[config.mk]
export PLATFORM = sky130hd
export DESIGN_NAME = reg_mux3
export DESIGN_NICKNAME = d
export VERILOG_FILES = /design/src/rtl/reg_mux3.sv
export SDC_FILE = /design/constraint.sdc
export NUM_CORES = 1
export LEC_CHECK = 0
export CAP_MARGIN = 20
export CORE_MARGIN = 2
export CORE_UTILIZATION = 32
export DETAILED_ROUTE_END_ITERATION = 8
export PLACE_DENSITY = 0.78
export SLEW_MARGIN = 40
export SYNTH_ARGS = -nofsm -noshare
export SYNTH_HDL_FRONTEND = slang
export SYNTH_SLANG_ARGS = --single-unit
[constraint.sdc]
create_clock -name clk -period 0.8 [get_ports clk]
set_input_delay 0.16 -clock clk [delete_from_list [all_inputs] [get_ports clk]]
set_output_delay 0.16 -clock clk [all_outputs]
set_load 0.01 [all_outputs]
[src/rtl/reg_mux3.sv]
// Registered 3-to-1 word multiplexer. One of A/B/C is picked by S and captured in Y
// on each rising clock edge. S = 3 loads all-zeros.
module reg_mux3 #(
  parameter int unsigned WIDTH = 32
) (
  input  logic             clk,
  input  logic             arst,
  input  logic [WIDTH-1:0] A,
  input  logic [WIDTH-1:0] B,
  input  logic [WIDTH-1:0] C,
  input  logic [1:0]       S,
  output logic [WIDTH-1:0] Y
);

  logic [WIDTH-1:0] y_d;
  logic [WIDTH-1:0] y_q;

  // S = 3 is a defined zero case, so synthesis gets no don't-care freedom here
  always_comb begin
    y_d = '0;
    unique case (S)
      2'd0:    y_d = A;
      2'd1:    y_d = B;
      2'd2:    y_d = C;
      2'd3:    y_d = '0;
      default: y_d = '0;
    endcase
  end

  always_ff @(posedge clk or negedge arst) begin
    if (!arst) begin
      y_q <= '0;
    end else begin
      y_q <= y_d;
    end
  end

  assign Y = y_q;

endmodule

# Yosys cells after proc, flatten, opt, wreduce, memory -nomap -nowiden
# Cells that the tools add are included.
[totals]
register_bits = 32
[classes]
mux = 1
eq_ne = 3
n_reduce_logical = 1
[op_table]
columns = ["operator", "count"]
rows = [
  ["32-bit one-hot mux with 4 select lines", 1],
  ["2-bit == test (second input constant)", 2],
  ["2-bit by 1-bit == test with 1-bit output (second input constant)", 1],
  ["2-bit zero test", 1],
]

# Logic depth before layout (Yosys ltp)
# Gate-level depths: netlist of the first run.
[logic_depth]
word_depth = 2
depth_mapped = 5
depth_no_buf = 2

# Worst setup path after synthesis of the first run
# No wires, ideal clock.
[synth_path]
path_type = "in2reg"
startpoint = "input S[1]"
endpoint = "register y_q[12], in the netlist Y[12]"
setup_ps = 122
t_arrival_ps = 765
setup_slack_ps = -87
t_required_ps = 678
n_path_buf = 3
stages = 5
path_cell_list = "buf_4 -> nor2b_4 -> buf_6 -> buf_6 -> o2bb2ai_2"
[synth_via]
elab_chain_len = 2
elab_cells_between_ends = 5
classes_between = "eq/ne (3); mux (1); reduce/logical (1)"
[synth_lines]
columns = ["element", "line", "rtl"]
rows = [
  ["from (decl)", "11", "input logic [1:0] S,"],
  ["2-bit == test (tied with other cells)", "21", "unique case (S)"],
  ["32-bit one-hot mux with 4 select lines *", "21", ""],
  ["via y_d[12]", "15", "logic [WIDTH-1:0] y_d;"],
  ["to (signal assigned)", "34", "y_q <= y_d;"],
  ["to (decl)", "16", "logic [WIDTH-1:0] y_q;"],
]
# Mark *: on every way through the listed nets, which the timed path passes. The rest lies on a longest branch.

# Worst setup path after layout of the first run
[layout_path]
startpoint = "register y_q[12], in the netlist Y[12]"
endpoint = "output Y[12]"
[layout_lines]
columns = ["element", "line", "rtl"]
rows = [
  ["to (decl)", "12", "output logic [WIDTH-1:0] Y"],
]
# No word-level cell between the ends.

==> key figures, run 1 <==
GRT
  – Number of global-route vias before repair: between 1000 and 1500
  – All-layer global routing usage: 0.1728
  – First-pass GRT wire length: 7.051 mm
  – Largest net degree at the start of global routing: 33
  – Grt met2 use: 0.2979
  – Grt total ovfl: 0
  – Met1 Use GR: 0.1959
  – GR Util met3: 0.07859
  – Initial antenna violation count: 0
  – Busiest grt layer: met2

Logic synthesis
  – Mapped Cells: 109
  – Avg Cell Area, Syn: 14.57 µm²
  – Dominant cells by area after synthesis: dfrtp_1 50%, mux2i_1 20%, o2bb2ai_1 12%
  – Post-synth top area share: 0.5043
  – Mapped Area: roughly 0.0016 mm²
  – Register area share after synthesis: 0.5043
  – Yosys warns: 0
  – Syn_nets: 209
  – Synth area leader: dfrtp_1
  – Post-synth cell types: 9
  – Synthesis-stage register bit count: 32

Worst setup path
  – CP max stage cell: dfrtp_1
  – Buf/Inv on CP: 1
  – CP delay by family, top: flip-flops
  – Nature of the critical path startpoint: flip-flop
  – Critical path, cell by cell: buf_2
  – WP data required: 640 ps
  – CP peak stage delay: 370 ps
  – Arrival time worst endpoint: roughly 780 ps
  – CP Capture Type: output port
  – Crit Path Class: reg2out
  – CP Max Fanout: 1

Floorplan
  – IO Pins: ~130
  – Initial Utilization: 0.3339
  – Die boundary height: 74.44 µm
  – Core Region: 0.004755 mm²
  – Die area: 0.005541 mm²
  – Die width: 74.44 µm
  – # rows: 25

Placed design
  – Port Buffer Count: 131
  – Setup slack at placement: -491.0 ps
  – Final Wtd Congestion: 0.6849

Timing
  – Worst slew pin tran: 225.4 ps
  – Final hold vios: 0
  – Slack of the critical path: -142.2 ps
  – Fin crit share: 1.178
  – Slew Limit Fails: 0
  – Setup TNS: -3924 ps
  – Hold_ws: 253.5 ps
  – Setup repair after global routing missed its margin: true
  – Finish-stage setup viols: 32
  – Min cycle time layout: 942.2 ps
  – Fmax: between 1000 and 1500 MHz
  – Relative slew slack: 0.8454

Final layout
  – ANT cells: 0
  – Number of flip-flops in the largest register: 32
  – Fin nets: ~350
  – Syn-to-layout area delta: 100.9%
  – Fill cell count: 376
  – Share of cells above drive strength 1: 0.3077

Route
  – DRT iter0 DRCs: 41
  – DRT Wirelength: 4.859 mm
  – First drt pass iteration count: 4
  – Vias per std cell: 4.583
  – DR WL/cell: 15.47 µm
  – Routed Antenna Nets: 0
  – Residual DRC: 0
  – Routed vias: approximately 1400

Pwr
  – Logic pwr share: 0.305
  – Switching pwr: 1063 µW
  – Clk pwr share: 0.283
  – Switching share of power: 0.2430
  – PwrDens: about 1400 mW/mm²
  – Worst vdd ir: roughly 0.69 mV
  – Register share of total power: 0.411
  – Static Leak: 0.001382 µW
  – Internal: 3313 µW

CTS
  – TritonCTS buffer count: 5
  – H-tree lvl count: 2
  – TritonCTS clock tree: yes
  – Clk buf depth: 2
  – Reg clk slew, reported paths: 70 ps
  – Hold buffers post-CTS: 0
  – CTS root buf: clkbuf_8
  – Clock sinks: 32

Hold path
  – Hold Crit Class: in2async

Outcome
  – Violated checks: setup timing
  – Status: finished, violations left

Flow run
  – Max-Cap Viols: 0
## logic make-up after synthesis
| kind of cell | after synthesis | share of synthesized area |
|---|---|---|
| simple gates | 1 | 0.008666 |
| buf+inv | 12 | 0.06935 |
| flops | 32 | 0.5043 |
| compound gates | 32 | 0.2159 |
| mux | 32 | 0.2017 |
## synth_stat cells (all sizes together)
library cell and instances:
mux2i 32, nor2b 1, dfrtp 32, o2bb2ai 32, clkbuf 2, buf 10
## worst paths after layout
check	slack [ps]	from	cells after the start	endpoint
setup / recovery	-140	Y[12]	1	Y[12]
hold / removal	250	arst	2	Y[29]
max in group asynchronous	370	arst	2	Y[7]
min in group clk	420	S[0]	5	Y[0]
## power by group through the flow
stage / combinational [µW] / sequential (µW) / clock (µW)
floorplan: 349 / 1890 / 0
global placement: 1290 / 1810 / 0
detailed placement: 1300 / 1820 / 0
CTS: 1270 / 1790 / 1290
global route: 1430 / 1810 / 1350
finish: 1340 / 1800 / 1240
## area by class of cell
class | count | area [µm²] | share of cell area
clock buffer | 7 | 86.33 | 0.02707
clock inverter | 1 | 7.507 | 0.002354
multi-input combinational | 65 | 753.2 | 0.2362
sequential | 32 | 800.8 | 0.2511
tap | 67 | 83.83 | 0.02628
timing repair buffer | 142 | 1458 | 0.4570
## metal layers
layer	share of wire	up-vias
met4	0.0060	0
met1	0.37	671
met2	0.51	78
li1	-	688
met5	0	-
met3	0.10	2
## timing repair
| action | in CTS | in global routing |
|---|---|---|
| buffers inserted | 2 | 0 |
| cloned | 2 | 0 |
| endpoints found under the setup margin | 64 | 35 |
| resized for setup | 139 | 23 |
## cells in the final DEF, fill, tap and decap left out
cell,count
nor2b_4,1
mux2i_2,2
mux2i_1,30
clkbuf_8,6
buf_6,16
clkbuf_1,1
o2bb2ai_2,21
buf_12,7
dfrtp_1,32
buf_4,2
o2bb2ai_1,11
clkdlybuf4s50_1,97
clkdlybuf4s15_2,1
buf_2,17
buf_16,2
clkinvlp_4,1
## per-stage QoR
stage | power, µW | utilization | instance area [µm²] | instances
after floorplan | 2244 | - | 1608 | 109
after detailed placement | 3120 | 0.6300 | 2995 | 302
after global routing | 4589 | 0.6708 | 3189 | 314
after CTS | 4348 | 0.6466 | 3074 | 314
final | 4377 | 0.6708 | 3189 | 314
after global placement | 3101 | 0.6300 | 2995 | 302
No activity file was read; power rests on OpenSTA's default activity.
==> run 2, diff against run 1 <==
Settings changed: SKIP_LAST_GASP from default to 1, SLEW_MARGIN 40 to 20.
==> key figures, run 2 (synthesis results as in run 1) <==
Route
  – Residual DRC: 0
  – Routed vias: between 1000 and 1500
  – Vias per std cell: ~4.6
  – Routed Antenna Nets: 0
  – DRT iter0 DRCs: 32
  – DR WL/cell: between 15 and 20 µm
  – First drt pass iteration count: 4
  – DRT Wirelength: 4.827 mm

Pwr
  – Total power: 4338 µW
  – Worst vdd ir: 0.7123 mV
  – Static Leak: 0.001362 µW
  – PwrDens: around 1400 mW/mm²

Hold path
  – Hold Crit Class: in2async

GRT
  – Largest net degree at the start of global routing: 33
  – All-layer global routing usage: 0.1728
  – First-pass GRT wire length: between 7 and 8 mm
  – Initial antenna violation count: 0
  – Number of global-route vias before repair: between 1000 and 1500
  – Grt total ovfl: 0

Floorplan
  – Die boundary height: 74.44 µm
  – Die width: about 74 µm
  – # rows: 25
  – Die area: between 0.005 and 0.006 mm²
  – Initial Utilization: 0.3339
  – Core Region: 0.004755 mm²
  – IO Pins: 132

Flow run
  – Max-Cap Viols: 0

Timing
  – Relative slew slack: 0.8424
  – Hold_ws: 251.6 ps
  – Fin crit share: 1.177
  – Slack of the critical path: -141.4 ps
  – Final hold vios: 0
  – Slew Limit Fails: 0
  – Setup TNS: -4134 ps
  – Finish-stage setup viols: 49
  – Min cycle time layout: 941.4 ps
  – Setup repair after global routing missed its margin: true
  – Fmax: between 1000 and 1500 MHz
  – Worst slew pin tran: 229.8 ps

Final layout
  – Most frequent cells in the layout: 97 x clkdlybuf4s50_1, 32 x dfrtp_1, 30 x mux2i_1, 20 x o2bb2ai_1, 18 x buf_2
  – Leading cell type in the layout, fill and taps excluded: clkdlybuf4s50_1
  – Number of flip-flops in the largest register: 32
  – ANT cells: 0
  – Share of cells above drive strength 1: 0.2713
  – Fin nets: 346
  – Design area: 0.003127 mm²
  – Layout Cells excl Fill: 314
  – Syn-to-layout area delta: 96.93%

CTS
  – Clk buf depth: 2
  – Reg clk slew, reported paths: 70 ps
  – TritonCTS clock tree: yes
  – Hold buffers post-CTS: 0
  – Clock sinks: 32
  – H-tree lvl count: 2
  – TritonCTS buffer count: 5
  – CTS root buf: clkbuf_8

Worst setup path
  – CP Capture Type: output port
  – Critical path, cell by cell: buf_2
  – CP max stage cell: dfrtp_1
  – CP peak stage delay: about 370 ps
  – CP Max Fanout: 1
  – Buf/Inv on CP: 1
  – Arrival time worst endpoint: ~780 ps
  – Crit Path Class: reg2out
  – CP delay by family, top: flip-flops
  – WP data required: 640 ps
  – Nature of the critical path startpoint: flip-flop

Outcome
  – Status: finished, violations left
  – Violated checks: setup timing

Placed design
  – Placed cell area: 0.002995 mm²
  – Placed Cells: 302
  – Port Buffer Count: about 130
  – Final Wtd Congestion: 0.6849
[run 2: repair_timing]
action | 4_1_cts | 5_1_grt
setup buffers | 2 | 0
gates resized for setup | 139 | 12
endpoints found under the setup margin | 64 | 35
cloned | 2 | 0
[run 2: final cells by class]
cell class                 instances  area (µm²)
sequential                        32       800.8
clock buffer                       7       86.33
tap                               67       83.83
clock inverter                     1       7.507
timing repair buffer             142        1451
fill                             391        1628
multi-input combinational         65       696.9
[run 2: metrics by stage]
step / setup WS (ps) / util
final: -141.4 / 0.6576
after CTS: -151.5 / 0.6466
after global routing: -173.6 / 0.6576
after detailed placement: -491.0 / 0.6300
after global placement: -430.1 / 0.6300
after floorplan: -57.18 / -
[run 2: worst max-delay path by stage]
stage,from,endpoint,slack (ps),cells past startpoint
finish,Y[12],Y[12],-140,1
global route,Y[21],Y[21],-170,1
CTS,Y[13],Y[13],-150,1
detailed placement,S[1],Y[30],-490,4
global placement,S[1],Y[25],-430,4
floorplan,S[1],Y[12],-60,5
[run 2: layer usage]
| layer | track usage | part of all wire | up-vias |
|---|---|---|---|
| met5 | 0 | 0 | - |
| met2 | 0.2979 | 0.52 | 74 |
| met4 | 0.04167 | 0.0060 | 0 |
| li1 | - | - | 688 |
| met3 | 0.07859 | 0.10 | 2 |
| met1 | 0.1959 | 0.37 | 665 |
[run 2: report_power, final]
part	internal, µW	switching (µW)	total [µW]
registers	1750	45.7	1800
logic	843	454	1300
clock network	698	543	1240
